<file path="config.mk">
export PLATFORM = sky130hd
export DESIGN_NAME = button_updown_counter
export DESIGN_NICKNAME = d
export VERILOG_FILES = /design/src/rtl/button_updown_counter.sv
export SDC_FILE = /design/constraint.sdc
export NUM_CORES = 1
export LEC_CHECK = 0
export ABC_AREA = 1
export CAP_MARGIN = 20
export CORE_ASPECT_RATIO = 0.75
export CORE_MARGIN = 1
export CORE_UTILIZATION = 47
export CTS_CLUSTER_DIAMETER = 30
export DETAILED_ROUTE_END_ITERATION = 10
export PLACE_DENSITY = 0.72
export SETUP_SLACK_MARGIN = 0.05
export SLEW_MARGIN = 15
export SYNTH_ARGS = -nofsm -noshare
export SYNTH_HDL_FRONTEND = slang
export SYNTH_SLANG_ARGS = --single-unit
</file>
<file path="constraint.sdc">
create_clock -name clk -period 1.3 [get_ports clk]
set_input_delay 0.39 -clock clk [delete_from_list [all_inputs] [get_ports clk]]
set_output_delay 0.39 -clock clk [all_outputs]
set_load 0.05 [all_outputs]
</file>
<file path="src/rtl/button_updown_counter.sv">
// Debounced two-button up/down counter with wrap or saturate arithmetic.
// Define BUTTON_COUNTER_AUTO_REPEAT_EN for auto-repeat while a button is held.
module button_updown_counter_db #(
  parameter int DEBOUNCE_CYCLES = 4
`ifdef BUTTON_COUNTER_AUTO_REPEAT_EN
  ,
  parameter int HOLD_CYCLES     = 8,
  parameter int REPEAT_CYCLES   = 4
`endif
) (
  input  logic clk,
  input  logic reset,
  input  logic i_pin,
  output logic o_req
);

  localparam int CW = $clog2(DEBOUNCE_CYCLES + 1);
  localparam logic [CW-1:0] LP_DB = CW'(DEBOUNCE_CYCLES);

  typedef enum logic [1:0] {
    S_RELEASED,
    S_PRESS_WAIT,
    S_HELD,
    S_RELEASE_WAIT
  } state_t;

  logic          r_meta;
  logic          r_sync;
  state_t        r_state;
  state_t        w_next;
  logic [CW-1:0] r_cnt;
  logic [CW-1:0] w_cnt;
  logic          r_req;
  logic          w_req;
  logic          w_press;

  always_ff @(posedge clk or posedge reset) begin
    if (reset) begin
      r_meta <= 1'b0;
      r_sync <= 1'b0;
    end else begin
      r_meta <= i_pin;
      r_sync <= r_meta;
    end
  end

  always_ff @(posedge clk or posedge reset) begin
    if (reset) begin
      r_state <= S_RELEASED;
      r_cnt   <= '0;
      r_req   <= 1'b0;
    end else begin
      r_state <= w_next;
      r_cnt   <= w_cnt;
      r_req   <= w_req;
    end
  end

  // A full count wins over the current sample, so a pulse of exactly
  // DEBOUNCE_CYCLES samples is still accepted.
  always_comb begin
    w_next = r_state;
    w_cnt  = r_cnt;
    unique case (r_state)
      S_RELEASED: begin
        if (r_sync) begin
          w_next = S_PRESS_WAIT;
          w_cnt  = CW'(1);
        end
      end
      S_PRESS_WAIT: begin
        if (r_cnt == LP_DB) begin
          w_next = S_HELD;
          w_cnt  = '0;
        end else if (!r_sync) begin
          w_next = S_RELEASED;
          w_cnt  = '0;
        end else begin
          w_cnt = r_cnt + CW'(1);
        end
      end
      S_HELD: begin
        if (!r_sync) begin
          w_next = S_RELEASE_WAIT;
          w_cnt  = CW'(1);
        end
      end
      S_RELEASE_WAIT: begin
        if (r_cnt == LP_DB) begin
          w_next = S_RELEASED;
          w_cnt  = '0;
        end else if (r_sync) begin
          w_next = S_HELD;
          w_cnt  = '0;
        end else begin
          w_cnt = r_cnt + CW'(1);
        end
      end
      default: begin
        w_next = S_RELEASED;
        w_cnt  = '0;
      end
    endcase
  end

  assign w_press = (r_state == S_PRESS_WAIT) && (r_cnt == LP_DB);

`ifdef BUTTON_COUNTER_AUTO_REPEAT_EN
  localparam int LP_RMAX =
    (HOLD_CYCLES > REPEAT_CYCLES) ? HOLD_CYCLES : REPEAT_CYCLES;
  localparam int RW = $clog2(LP_RMAX + 1);
  localparam logic [RW-1:0] LP_HOLD = RW'(HOLD_CYCLES);
  localparam logic [RW-1:0] LP_REP  = RW'(REPEAT_CYCLES);

  logic [RW-1:0] r_rep;
  logic          r_rpt;
  logic          w_active;
  logic          w_fire;

  assign w_active = (r_state == S_HELD) ||
                    (r_state == S_RELEASE_WAIT);

  // r_rep holds the cycles elapsed since the last request edge.
  always_ff @(posedge clk or posedge reset) begin
    if (reset) begin
      r_rep <= '0;
      r_rpt <= 1'b0;
    end else if (w_press) begin
      r_rep <= RW'(1);
      r_rpt <= 1'b0;
    end else if (w_active) begin
      if (w_fire) begin
        r_rep <= RW'(1);
        r_rpt <= 1'b1;
      end else begin
        r_rep <= r_rep + RW'(1);
      end
    end else begin
      r_rep <= '0;
      r_rpt <= 1'b0;
    end
  end

  always_comb begin
    w_fire = w_active &&
             (w_next != S_RELEASED) &&
             (r_rep == (r_rpt ? LP_REP : LP_HOLD));
    w_req  = w_press | w_fire;
  end
`else
  always_comb begin
    w_req = w_press;
  end
`endif

  assign o_req = r_req;

endmodule

module button_updown_counter #(
  parameter int WIDTH           = 8,
  parameter int STEP            = 1,
  parameter int MODE            = 0,
  parameter int DEBOUNCE_CYCLES = 4,
  parameter int RESET_VALUE     = 0,
  parameter int HOLD_CYCLES     = 8,
  parameter int REPEAT_CYCLES   = 4
) (
  input  logic             clk,
  input  logic             reset,
  input  logic             east,
  input  logic             west,
  output logic [WIDTH-1:0] led,
  output logic             overflow
);

  if (WIDTH < 2 || WIDTH > 16 || STEP < 1 ||
      MODE < 0 || MODE > 1 || DEBOUNCE_CYCLES < 2 ||
      HOLD_CYCLES < 1 || REPEAT_CYCLES < 1) begin : g_bad_param
    $error("button_updown_counter: illegal parameter");
  end

  localparam logic [WIDTH:0] LP_STEP = (WIDTH + 1)'(STEP);
  localparam logic [WIDTH-1:0] LP_RST = WIDTH'(RESET_VALUE);

  logic             w_req_e;
  logic             w_req_w;
  logic             w_up;
  logic             w_dn;
  logic [WIDTH:0]   w_sum;
  logic [WIDTH:0]   w_dif;
  logic [WIDTH-1:0] w_led;
  logic             w_ovf;
  logic [WIDTH-1:0] r_led;
  logic             r_ovf;

  button_updown_counter_db #(
    .DEBOUNCE_CYCLES (DEBOUNCE_CYCLES)
`ifdef BUTTON_COUNTER_AUTO_REPEAT_EN
    ,
    .HOLD_CYCLES     (HOLD_CYCLES),
    .REPEAT_CYCLES   (REPEAT_CYCLES)
`endif
  ) u_db_east (
    .clk   (clk),
    .reset (reset),
    .i_pin (east),
    .o_req (w_req_e)
  );

  button_updown_counter_db #(
    .DEBOUNCE_CYCLES (DEBOUNCE_CYCLES)
`ifdef BUTTON_COUNTER_AUTO_REPEAT_EN
    ,
    .HOLD_CYCLES     (HOLD_CYCLES),
    .REPEAT_CYCLES   (REPEAT_CYCLES)
`endif
  ) u_db_west (
    .clk   (clk),
    .reset (reset),
    .i_pin (west),
    .o_req (w_req_w)
  );

  // Coincident requests cancel each other.
  assign w_up  = w_req_e & ~w_req_w;
  assign w_dn  = w_req_w & ~w_req_e;
  assign w_sum = {1'b0, r_led} + LP_STEP;
  assign w_dif = {1'b0, r_led} - LP_STEP;

  always_comb begin
    w_led = r_led;
    w_ovf = 1'b0;
    unique case (1'b1)
      w_up: begin
        w_ovf = w_sum[WIDTH];
        w_led = (w_sum[WIDTH] && MODE == 1) ?
                '1 : w_sum[WIDTH-1:0];
      end
      w_dn: begin
        w_ovf = w_dif[WIDTH];
        w_led = (w_dif[WIDTH] && MODE == 1) ?
                '0 : w_dif[WIDTH-1:0];
      end
      default: begin
        w_led = r_led;
        w_ovf = 1'b0;
      end
    endcase
  end

  always_ff @(posedge clk or posedge reset) begin
    if (reset) begin
      r_led <= LP_RST;
      r_ovf <= 1'b0;
    end else begin
      r_led <= w_led;
      r_ovf <= w_ovf;
    end
  end

  assign led      = r_led;
  assign overflow = r_ovf;

endmodule

</file>
==> insert_results.sql <==
INSERT INTO impl_metrics (metric_group, metric, value, unit) VALUES
('status', 'status', 'finished with violations', ''),
('status', 'failing_checks', 'setup timing', ''),
('cts', 'htree_levels', '1', ''),
('die', 'core', '2640', 'µm²'),
('cts', 'cts_tree', 'yes', ''),
('power', 'p_leak', '0.921', 'nW'),
('synthesis', 'netlist_top_cells_area', 'dfrtp_1 48%, inv_1 8.0%, nand2_1 7.7%', ''),
('power', 'p_per_area', '1480', 'nW/µm²'),
('cts', 'clk_path_buf_depth', '2', ''),
('cts', 'cts-hold-fix-buffers', '0', ''),
('die', 'io_pins', '13', ''),
('final_layout', 'post_route_cells_drive_above_1_share', '38.7', '%'),
('placement', 'io_buffer_count', '12', ''),
('final_layout', 'diodes', '0', ''),
('placement', 'finalWeightedCongestion', '0.886', ''),
('synthesis', 'netlist_area', '1320', 'µm²'),
('sta', 'finalClockSkew', '0.00500', 'ns'),
('synthesis', 'synth-seq-area-share', '47.5', '%'),
('hold_path', 'hold_start', 'u_db_west.r_meta', ''),
('cts', 'cts-buffers-inserted', '3', ''),
('synthesis', 'flip_flop_and_latch_count_after_synthesis', '25', ''),
('setup_path', 'worst_ep_arrival_time', '1.54', 'ns'),
('sta', 'fmaxAchievable', '746', 'MHz'),
('grt', 'grt_overflow', '0', ''),
('placement', 'place.detailed.instances', '200', ''),
('synthesis', 'post_syn_instances', '151', ''),
('die', 'std_cell_rows', '16', ''),
('grt', 'pin_count_of_the_biggest_net_entering_global_routing', '26', ''),
('grt', 'first_global_vias', '1040', ''),
('synthesis', 'yosys_top_cell_by_area', 'dfrtp_1', ''),
('run', 'cap_viol_max_count', '0', ''),
('grt', 'grt_util_all_layers', '20.3', '%'),
('die', 'die_height', '47.8', 'µm'),
('setup_path', 'reg2reg_depth', '6', ''),
('route', 'wl_per_cell', '14.2', 'µm'),
('die', 'die_w', '63.1', 'µm'),
('route', 'route.vias.total', '1135', ''),
('route', 'drt_iter0_markers', '44', ''),
('setup_path', 'rrSetupSlack', '-0.04', 'ns'),
('grt', 'grt_first_pass_wirelength', '4.51', 'mm'),
('final_layout', 'finish.utilization', '72.2', '%'),
('synthesis', 'synthesis.nets', '163', ''),
('placement', 'hpwlAfterDp', '1.86', 'mm'),
('sta', 'hold_viol', '0', ''),
('grt', 'initial_antenna_violation_count', '0', ''),
('route', 'drt-total-wl', '3.09', 'mm'),
('setup_path', 'cp.required', '1.50', 'ns'),
('sta', 'worst_slew_pin_slew', '0.271', 'ns'),
('sta', 'maxSlewHeadroom', '81.9', '%'),
('sta', 'timing.hold.ws', '0.358', 'ns'),
('cts', 'clk_transition_reported_paths', '0.10', 'ns'),
('die', 'floorplan.initialDensity', '49.8', '%'),
('final_layout', 'syn2layout_area_growth', '45.0', '%'),
('setup_path', 'worst_r2r_startpoint', 'u_db_east.o_req', ''),
('sta', 'layout_worst_path_cycle_share', '103', '%'),
('route', 'ant_nets', '0', ''),
('hold_path', 'worst_hold_path_type', 'register to register', ''),
('synthesis', 'synth_cell_types', '21', ''),
('cts', 'cts_sinks', '25', ''),
('sta', 'fin_ws', '-0.0398', 'ns'),
('setup_path', 'crit_start', 'u_db_east.o_req', ''),
('setup_path', 'start_kind', 'register', ''),
('route', 'drtPass1Iterations', '4', ''),
('sta', 'maxSlewViolCount', '0', ''),
('sta', 'setup-violations-final', '5', ''),
('synthesis', 'yosysWarningCount', '0', ''),
('synthesis', 'synth_top_area_share', '47.5', '%'),
('setup_path', 'critPathKind', 'register to register', ''),
('route', 'drcViolationCount', '0', ''),
('hold_path', 'worstHoldPathCells', '0', ''),
('setup_path', 'cp_max_fo', '8', ''),
('die', 'fp.dieArea', '3020', 'µm²'),
('cts', 'root_buffer', 'clkbuf_8', ''),
('setup_path', 'worst_setup_path_end_kind', 'register', ''),
('final_layout', 'num-nets-final', '194', ''),
('sta', 'setup_repair_after_global_routing_missed_its_margin', 'true', ''),
('synthesis', 'postSynthAreaPerCell', '8.72', 'µm²'),
('power', 'max-vdd-ir-drop', '983', 'µV'),
('final_layout', 'final_cell_count_no_fill', '217', ''),
('route', 'post_drt_via_cell_ratio', '5.23', ''),
('cts', 'worstSkewPairLatency', '0.28', 'ns'),
('sta', 'finalCriticalPeriod', '1.34', 'ns');
## path summary, 6_finish.rpt
path                                     to
max                                overflow
min                        u_db_west.r_sync
max reg2reg                        overflow
min reg2reg                u_db_west.r_sync
max in group asynchronous            led[0]
min in group asynchronous   u_db_west.o_req
## stage by stage
stage | TNS (ns) | power, mW | cell area, µm² | setup slack (ns)
6_report | -0.141 | 2.83 | 1910 | -0.0398
5_1_grt | -0.463 | 3.02 | 1910 | -0.120
4_1_cts | -0.0553 | 2.71 | 1780 | -0.0242
3_5_place_dp | -0.0368 | 2.13 | 1630 | -0.0222
3_3_place_gp | 0 | 2.08 | 1630 | 0.0188
2_1_floorplan | 0 | 1.81 | 1370 | 0.0178
## power by group
| group | total [mW] | switching [mW] | leakage (nW) | internal, mW |
|---|---|---|---|---|
| combinational | 1.19 | 0.647 | 0.584 | 0.542 |
| clock | 0.500 | 0.275 | 0.0261 | 0.225 |
| sequential | 1.14 | 0.190 | 0.312 | 0.952 |
| total | 2.83 | 1.11 | 0.921 | 1.72 |
## critical path, cell delays in order, from the launching register on
cell and delay [ns]:
dfrtp_1 0.40, inv_2 0.07, ha_4 0.20, inv_8 0.06, nor3_1 0.21, nand2_1 0.13
a21oi_1 0.19
## per-layer routing
metal  GRT usage [%]  vias to the layer above  part of all wire [%]  routed length [µm]
met5               0                        -                     0                   0
met4            6.51                        0                   2.5                  77
met3            4.29                       14                   5.4                 168
met2            41.7                       49                    54                1680
met1            21.8                      538                    38                1160
li1                -                      534                     -                   -
## flip-flops by register name (all words and copies together) (netlist names), 2 cells and up
| signal | flops |
|---|---|
| u_db_west.r_cnt | 3 |
| u_db_west.r_state | 2 |
| u_db_east.r_cnt | 3 |
| u_db_east.r_state | 2 |
| led | 8 |
## repair_timing
action / 4_1_cts / 5_1_grt
endpoints found under the setup margin: 15 / 19
buffers inserted: 9 / 4
endpoints found under the hold margin: 0 / 0
pin swaps: 4 / 17
cloned: 0 / 0
gates resized for setup: 10 / 26
## final cells by class
class / count / area (µm²)
Clock inverter: 1 / 8.76
Tap cell: 36 / 45.0
Clock buffer: 3 / 41.3
Sequential cell: 25 / 636
Timing Repair Buffer: 28 / 365
Multi-Input combinational cell: 95 / 696
Fill cell: 183 / 734
Inverter: 29 / 116
## cells in the mapped netlist (all sizes together)
cell,n
inv,29
nor3,3
nand2,29
o22ai,2
xor2,6
o21ai,8
nor2,12
nand4,3
nand3,14
ha,8
dfrtp,25
a21oi,6
buf,2
xnor2,4
## kinds of logic (layout without fill, tap and decap cells)
kind of cell / count (synthesis) / count (layout) / share of synthesized area (%)
XOR/XNOR: 10 / 10 / 6.65
adder cells (fa/ha/maj): 8 / 8 / 7.60
AND/OR/NAND/NOR: 61 / 61 / 20.7
AO/OA/AOI/OAI: 16 / 16 / 7.41
buffers and inverters: 31 / 61 / 10.1
flip-flops: 25 / 25 / 47.5
## layout by cell type (no fill, tap or decap), types with 2 or more instances in the layout
cell type        instances
a21oi_1                  3
a21oi_4                  2
buf_12                  10
buf_4                    9
buf_6                    6
clkbuf_8                 3
clkdlybuf4s50_1          3
dfrtp_1                 17
dfrtp_2                  8
ha_1                     5
ha_4                     3
inv_1                   21
inv_2                    7
nand2_1                 19
nand2_2                  5
nand2_4                  5
nand3_1                  9
nand3_2                  4
nand4_1                  3
nor2_1                   9
nor2_4                   2
nor3_1                   3
o21ai_0                  5
o21ai_1                  2
o22ai_1                  2
xnor2_1                  4
xor2_1                   6
No activity file was read; power rests on OpenSTA's default activity.
